<file path="config.mk">
export PLATFORM = sky130hd
export DESIGN_NAME = ddr_cal_sequencer_flat
export DESIGN_NICKNAME = d
export VERILOG_FILES = /design/src/rtl/ddr_cal_sequencer_if.sv /design/src/rtl/ddr_cal_sequencer.sv /design/src/flat_wrapper.sv
export SDC_FILE = /design/constraint.sdc
export NUM_CORES = 1
export LEC_CHECK = 0
export CORE_ASPECT_RATIO = 0.5
export CORE_MARGIN = 3
export CORE_UTILIZATION = 35
export DETAILED_ROUTE_END_ITERATION = 6
export GPL_TIMING_DRIVEN = 0
export PLACE_DENSITY = 0.67
export SKIP_CTS_REPAIR_TIMING = 1
export SLEW_MARGIN = 10
export SYNTH_ARGS = -nofsm -noshare
export SYNTH_HDL_FRONTEND = slang
export SYNTH_SLANG_ARGS = --single-unit
export TNS_END_PERCENT = 30
</file>
<file path="constraint.sdc">
create_clock -name MCLK90 -period 1.9 [get_ports MCLK90]
set_input_delay 0.19 -clock MCLK90 [delete_from_list [all_inputs] [get_ports MCLK90]]
set_output_delay 0.19 -clock MCLK90 [all_outputs]
set_load 0.02 [all_outputs]
</file>
<file path="src/rtl/ddr_cal_sequencer_if.sv">
// ---------------------------------------------------------------------------
// ddr_cal_sequencer_if
// Request/acknowledge handshake between the DQ-calibration sequencer and the
// DDR command issuer.
//   WriteReq : sequencer -> issuer, request one calibration write burst
//   ReadReq  : sequencer -> issuer, request one calibration read burst
//   ReqAck   : issuer -> sequencer, one-cycle pulse, current request accepted
// ---------------------------------------------------------------------------
interface ddr_cal_sequencer_if;
   logic WriteReq;
   logic ReadReq;
   logic ReqAck;

   modport master (
      output WriteReq,
      output ReadReq,
      input  ReqAck
   );

   modport slave (
      input  WriteReq,
      input  ReadReq,
      output ReqAck
   );
endinterface

</file>
<file path="src/rtl/ddr_cal_sequencer.sv">
// ---------------------------------------------------------------------------
// ddr_cal_sequencer
// Central DQ-calibration initiator (MCLK90 domain). Forces the all-'A' write
// pattern, requests one write and NREADS reads from the command issuer, lets
// the byte banks settle their delay taps, then collects every bank's CalFail.
//
// Ports:
//   MCLK90      clock
//   M90Reset    asynchronous active-high reset
//   Start       begin calibration (honoured only in Idle, Done or Fail)
//   CalFail     per-bank sticky failure flags
//   cmd         request/ack handshake to the command issuer (master side)
//   StartDQCal  one-cycle pulse to all banks before the read sweep
//   ForceA      banks drive 16'haaaa as write data
//   ReadCount   reads acknowledged so far (saturates at NREADS)
//   Busy        calibration in progress
//   CalDone     calibration passed (sticky until next Start)
//   CalError    calibration failed or timed out (sticky until next Start)
//   TimedOut    failure was a ReqAck timeout
//   FailBanks   CalFail snapshot taken in the Check state
// All outputs are registered: each is decoded from the next state and stored.
// ---------------------------------------------------------------------------
module ddr_cal_sequencer #(
   parameter int NBANKS      = 8,
   parameter int NREADS      = 64,
   parameter int READ_GAP    = 8,
   parameter int WR_HOLD     = 6,
   parameter int SETTLE      = 200,
   parameter int ACK_TIMEOUT = 1023
) (
   input  logic              MCLK90,
   input  logic              M90Reset,
   input  logic              Start,
   input  logic [NBANKS-1:0] CalFail,
   ddr_cal_sequencer_if.master cmd,
   output logic              StartDQCal,
   output logic              ForceA,
   output logic [6:0]        ReadCount,
   output logic              Busy,
   output logic              CalDone,
   output logic              CalError,
   output logic              TimedOut,
   output logic [NBANKS-1:0] FailBanks
);

   // One down-counter serves the write hold, the read gap and the settle wait.
   localparam int DLY_MAX = (SETTLE > READ_GAP)
                            ? ((SETTLE > WR_HOLD) ? SETTLE : WR_HOLD)
                            : ((READ_GAP > WR_HOLD) ? READ_GAP : WR_HOLD);
   localparam int DLY_W   = (DLY_MAX < 2) ? 1 : $clog2(DLY_MAX);

   localparam logic [DLY_W-1:0] HOLD_LOAD   = DLY_W'(WR_HOLD - 1);
   localparam logic [DLY_W-1:0] GAP_LOAD    = DLY_W'(READ_GAP - 1);
   localparam logic [DLY_W-1:0] SETTLE_LOAD = DLY_W'(SETTLE - 1);
   localparam logic [9:0]       WAIT_LAST   = 10'(ACK_TIMEOUT - 1);
   localparam logic [6:0]       READS_LAST  = 7'(NREADS);

   typedef enum logic [3:0] {
      S_IDLE,
      S_WR_REQ,
      S_WR_HOLD,
      S_CAL_START,
      S_RD_REQ,
      S_RD_GAP,
      S_SETTLE,
      S_CHECK,
      S_DONE,
      S_FAIL
   } state_t;

   state_t            state, state_nxt;
   logic [DLY_W-1:0]  dly_cnt, dly_nxt;
   logic [9:0]        ack_wait, ack_wait_nxt;
   logic [6:0]        rd_cnt, rd_nxt, rd_inc;
   logic [NBANKS-1:0] fail_banks, fail_banks_nxt;
   logic              timed_out, timed_out_nxt;
   logic              write_req, read_req;
   logic              start_dq_nxt, force_a_nxt, write_req_nxt, read_req_nxt;
   logic              busy_nxt, cal_done_nxt, cal_error_nxt;

   assign rd_inc = rd_cnt + 7'd1;

   // Next-state and next-output decode
   always_comb begin
      state_nxt      = state;
      dly_nxt        = dly_cnt;
      ack_wait_nxt   = ack_wait;
      rd_nxt         = rd_cnt;
      fail_banks_nxt = fail_banks;
      timed_out_nxt  = timed_out;

      case (state)
         S_IDLE, S_DONE, S_FAIL: begin
            if (Start) begin
               state_nxt      = S_WR_REQ;
               ack_wait_nxt   = '0;
               rd_nxt         = '0;
               fail_banks_nxt = '0;
               timed_out_nxt  = 1'b0;
            end
         end
         S_WR_REQ: begin
            // An ack on the timeout cycle still wins.
            if (cmd.ReqAck) begin
               state_nxt = S_WR_HOLD;
               dly_nxt   = HOLD_LOAD;
            end else if (ack_wait == WAIT_LAST) begin
               state_nxt     = S_FAIL;
               timed_out_nxt = 1'b1;
            end else begin
               ack_wait_nxt = ack_wait + 10'd1;
            end
         end
         S_WR_HOLD: begin
            if (dly_cnt == '0) state_nxt = S_CAL_START;
            else               dly_nxt   = dly_cnt - 1'b1;
         end
         S_CAL_START: begin
            state_nxt    = S_RD_REQ;
            ack_wait_nxt = '0;
         end
         S_RD_REQ: begin
            if (cmd.ReqAck) begin
               rd_nxt = rd_inc;
               if (rd_inc == READS_LAST) begin
                  state_nxt = S_SETTLE;
                  dly_nxt   = SETTLE_LOAD;
               end else begin
                  state_nxt = S_RD_GAP;
                  dly_nxt   = GAP_LOAD;
               end
            end else if (ack_wait == WAIT_LAST) begin
               state_nxt     = S_FAIL;
               timed_out_nxt = 1'b1;
            end else begin
               ack_wait_nxt = ack_wait + 10'd1;
            end
         end
         S_RD_GAP: begin
            if (dly_cnt == '0) begin
               state_nxt    = S_RD_REQ;
               ack_wait_nxt = '0;
            end else begin
               dly_nxt = dly_cnt - 1'b1;
            end
         end
         S_SETTLE: begin
            if (dly_cnt == '0) state_nxt = S_CHECK;
            else               dly_nxt   = dly_cnt - 1'b1;
         end
         S_CHECK: begin
            // A bank failing mid-sweep only shows up here, never as an abort.
            fail_banks_nxt = CalFail;
            state_nxt      = (|CalFail) ? S_FAIL : S_DONE;
         end
         default: state_nxt = S_IDLE;
      endcase

      start_dq_nxt  = (state_nxt == S_CAL_START);
      force_a_nxt   = (state_nxt == S_WR_REQ) || (state_nxt == S_WR_HOLD);
      write_req_nxt = (state_nxt == S_WR_REQ);
      read_req_nxt  = (state_nxt == S_RD_REQ);
      busy_nxt      = !((state_nxt == S_IDLE) || (state_nxt == S_DONE) ||
                        (state_nxt == S_FAIL));
      cal_done_nxt  = (state_nxt == S_DONE);
      cal_error_nxt = (state_nxt == S_FAIL);
   end

   // State, counters and registered outputs
   always_ff @(posedge MCLK90 or posedge M90Reset) begin
      if (M90Reset) begin
         state      <= S_IDLE;
         dly_cnt    <= '0;
         ack_wait   <= '0;
         rd_cnt     <= '0;
         fail_banks <= '0;
         timed_out  <= 1'b0;
         StartDQCal <= 1'b0;
         ForceA     <= 1'b0;
         write_req  <= 1'b0;
         read_req   <= 1'b0;
         Busy       <= 1'b0;
         CalDone    <= 1'b0;
         CalError   <= 1'b0;
      end else begin
         state      <= state_nxt;
         dly_cnt    <= dly_nxt;
         ack_wait   <= ack_wait_nxt;
         rd_cnt     <= rd_nxt;
         fail_banks <= fail_banks_nxt;
         timed_out  <= timed_out_nxt;
         StartDQCal <= start_dq_nxt;
         ForceA     <= force_a_nxt;
         write_req  <= write_req_nxt;
         read_req   <= read_req_nxt;
         Busy       <= busy_nxt;
         CalDone    <= cal_done_nxt;
         CalError   <= cal_error_nxt;
      end
   end

   assign cmd.WriteReq = write_req;
   assign cmd.ReadReq  = read_req;
   assign ReadCount    = rd_cnt;
   assign FailBanks    = fail_banks;
   assign TimedOut     = timed_out;

endmodule

</file>
<file path="src/flat_wrapper.sv">
// flat-port wrapper written by rule: the top's interface ports become plain ports
module ddr_cal_sequencer_flat 
#(
   parameter int NBANKS      = 8,
   parameter int NREADS      = 64,
   parameter int READ_GAP    = 8,
   parameter int WR_HOLD     = 6,
   parameter int SETTLE      = 200,
   parameter int ACK_TIMEOUT = 1023
)
  (MCLK90, M90Reset, Start, CalFail, StartDQCal, ForceA, ReadCount, Busy, CalDone, CalError, TimedOut, FailBanks, cmd_WriteReq, cmd_ReadReq, cmd_ReqAck);
  ddr_cal_sequencer_if cmd_i ();
  input  logic MCLK90;
  input  logic M90Reset;
  input  logic Start;
  input  logic [NBANKS-1:0] CalFail;
  output logic StartDQCal;
  output logic ForceA;
  output logic [6:0] ReadCount;
  output logic Busy;
  output logic CalDone;
  output logic CalError;
  output logic TimedOut;
  output logic [NBANKS-1:0] FailBanks;
  output wire logic [$bits(cmd_i.WriteReq)-1:0] cmd_WriteReq;
  output wire logic [$bits(cmd_i.ReadReq)-1:0] cmd_ReadReq;
  input wire logic [$bits(cmd_i.ReqAck)-1:0] cmd_ReqAck;
  assign cmd_WriteReq = cmd_i.WriteReq;
  assign cmd_ReadReq = cmd_i.ReadReq;
  assign cmd_i.ReqAck = cmd_ReqAck;
  ddr_cal_sequencer #(.NBANKS(NBANKS), .NREADS(NREADS), .READ_GAP(READ_GAP), .WR_HOLD(WR_HOLD), .SETTLE(SETTLE), .ACK_TIMEOUT(ACK_TIMEOUT)) u_core (.MCLK90(MCLK90), .M90Reset(M90Reset), .Start(Start), .CalFail(CalFail), .cmd(cmd_i), .StartDQCal(StartDQCal), .ForceA(ForceA), .ReadCount(ReadCount), .Busy(Busy), .CalDone(CalDone), .CalError(CalError), .TimedOut(TimedOut), .FailBanks(FailBanks));
endmodule
</file>
==> run_results.csv <==
group,metric,value,unit
global_route,grt_antenna_before_repair,0,
routing,finalWirelength,6.75,mm
outcome,outcome,"finished with violations",
timing,finalCritPeriodShare,102,%
yosys,syn_area,2490,um^2
routing,viasPerCell,5.44,
floorplan,dieArea,8220,um^2
global_route,grt-ovfl-total,0,
yosys,syn_inst,270,
routing,antenna_left,0,
placement,io_buffers,34,
floorplan,start_util,36.7,%
yosys,synth_nets,286,
timing,max_freq,517,MHz
clocking,worstSkewPairLatency,0.29,ns
layout,syn2layout_area_growth,47.1,%
critical_path,worst_r2r_startpoint,"u_core.ack_wait[2]",
layout,layout_commonest_cell,"dfrtp_1",
layout,nets,364,
timing,setup_viol,3,
clocking,clkTransAtPathRegs,0.06,ns
layout,diodes,0,
layout,final_cells,441,
clocking,htree_levels,2,
yosys,synth_edf_count,0,
layout,multi_input_area,1500,um^2
floorplan,core_area,6780,um^2
clocking,cts_tree,"yes",
global_route,grt_usage,15.0,%
clocking,cts_root_buffer,"clkbuf_16",
global_route,grt_max_degree,29,
placement,dp_cells,397,
floorplan,io_pins,35,
placement,place_hpwl,4.26,mm
layout,num-fill-cells,542,
placement,pre_cts_slack,-0.557,ns
global_route,grt_pass1_vias,2123,
outcome,violations,"setup timing",
yosys,async_flop_share,100,%
routing,drt_first_pass_iters,5,
timing,slew_violations,0,
hold_path,hp-class,"in -> async",
floorplan,fp.dieW,125,um
placement,gp_congestion,0.923,
layout,mostFrequentLayoutCells,"dfrtp_1 (40), clkdlybuf4s50_1 (34), buf_4 (34)",
floorplan,rows,21,
yosys,ys_seq_elements,45,
pwr,p_per_area,1590,nW/um^2
timing,setup_ws,-0.0348,ns
timing,tightest_slew,0.440,ns
timing,fin_crit,1.93,ns
routing,drt_iter0_drc,142,
critical_path,reg2reg_depth,7,
critical_path,worstSetupPathType,"reg -> reg",
layout,seqCellArea,1130,um^2
yosys,syn_area_per_cell,9.21,um^2
routing,wl_per_cell,15.3,um
pwr,worst_ir_drop_vdd,0.563,mV
critical_path,crit_start,"u_core.ack_wait[2]",
layout,drive_gt1_share,29.2,%
critical_path,crit_fanout,6,
critical_path,worstPathRequired,2.05,ns
run,cap_viol_max_count,0,
yosys,yosysUniqueCellTypes,56,
clocking,cts_made_buffers,5,
yosys,synth-main-ff-cell,"dfrtp_1",
pwr,leakagePower,1.51,nW
routing,via_count,2397,
timing,rsz0062_at_grt,"yes",
global_route,grt_pass1_wl,10.1,mm
timing,max_slew_margin,70.6,%
floorplan,dieHeight,65.6,um
routing,drc,0,
clocking,clock_path_buffers,2,
critical_path,cp.arrival,2.08,ns
timing,hold_viol_final,0,
critical_path,crit_path_end_kind,"register",
yosys,ys_warn_count,0,
yosys,yosysSeqAreaShare,45.3,%
timing,finClkSkew,0.00534,ns
critical_path,worstSetupStartpointType,"register",
clocking,cts_sinks,45,
## path summary, 6_finish.rpt
check	to	slack (ns)
max in group asynchronous	u_core.ReadCount[1]	1.18
worst max-delay path	u_core.Busy	-0.03
worst max register to register	u_core.Busy	-0.03
min in group MCLK90	u_core.FailBanks[2]	0.49
worst min-delay path	u_core.FailBanks[5]	0.22
worst min register to register	u_core.ack_wait[8]	0.50
## Yosys cell counts, types with 2 or more instances
cell type  instances  area (um^2)
buf_2              3         15.0
nand4_1            3         18.8
a31oi_1            5         31.3
o31ai_1            3         22.5
ha_1               4         50.1
or4_1              3         22.5
nor4b_2            2         30.0
a21boi_0           4         30.0
nand2b_1           5         31.3
and2_1             4         25.0
buf_1              2         7.51
o211ai_1           3         22.5
dfrtp_1           45         1130
nor3b_1            2         15.0
clkbuf_1           4         15.0
a211oi_1           2         15.0
or3_1              2         12.5
nand3_1           10         50.1
o21ai_0           27          135
xor2_1             3         26.3
and3_1             7         43.8
inv_1             12         45.0
nor3_1             6         30.0
a32oi_1            2         17.5
nand2_1           30          113
a2bb2oi_1          3         26.3
mux2_2             2         22.5
and4_1             2         17.5
nor4_1             5         31.3
a21oi_1           16         80.1
nor2_1            23         86.3
o21ba_2            2         20.0
## power breakdown
part | internal, W | switching, W
clock | 0.000483 | 0.000361
combinational | 0.00165 | 0.00182
sequential | 0.00122 | 0.000268
## per-stage QoR
step	setup TNS, ns	util [%]	cell area [um^2]	total power (W)	hold WS, ns
global placement	-17.03	43.6	2960	0.00372	0.468
floorplan	-0.00572	-	2500	0.00310	0.307
detailed placement	-7.82	43.9	2980	0.00380	0.469
finish	-0.0725	54.0	3660	0.00581	0.218
global route	-1.38	54.0	3660	0.00618	0.257
CTS	-5.53	46.0	3120	0.00466	0.230
## routing by layer
metal / GRT usage [%] / part of all wire [%] / up-vias
met4: 3.51 / 1.0 / 0
met1: 20.4 / 46 / 1175
met3: 2.68 / 4.3 / 8
met2: 25.0 / 49 / 66
li1: - / - / 1148
met5: 0 / 0 / -
## registers in the layout, indices dropped and copies added (netlist names)
| register | flops |
|---|---|
| u_core.ForceA | 1 |
| u_core.StartDQCal | 1 |
| u_core.CalError | 1 |
| u_core.FailBanks | 8 |
| u_core.TimedOut | 1 |
| u_core.cmd.WriteReq | 1 |
| u_core.ReadCount | 7 |
| u_core.CalDone | 1 |
| u_core.state | 4 |
| u_core.ack_wait | 10 |
| u_core.Busy | 1 |
| u_core.dly_cnt | 8 |
| u_core.cmd.ReadReq | 1 |
## cells by family after synthesis
| group | count (synthesis) | share of synthesized area [%] |
|---|---|---|
| and+or+nand+nor | 110 | 23.1 |
| AOI/OAI and AO/OA | 81 | 22.8 |
| DFF | 45 | 45.3 |
| buffers and inverters | 23 | 4.07 |
| xor gates and xnor gates | 4 | 1.41 |
| adders and majority gates | 4 | 2.01 |
| muxes | 3 | 1.31 |
## final cells by class
cell class	instances	area share, %
multi-input combinational	202	41.1
clock buffer	6	3.52
sequential	45	30.9
tap	92	3.15
buffer	10	2.22
timing repair buffer	72	17.6
inverter	12	1.23
clock inverter	2	0.274
## worst max-delay path, cell delays in order, from the launching register on
cell and delay, ns:
dfrtp_1 0.43, and4_4 0.26, nand4_1 0.21, buf_4 0.23, buf_4 0.13, a21o_2 0.24
a211oi_2 0.20, mux2i_1 0.10
(Power assumes the default switching activity.)
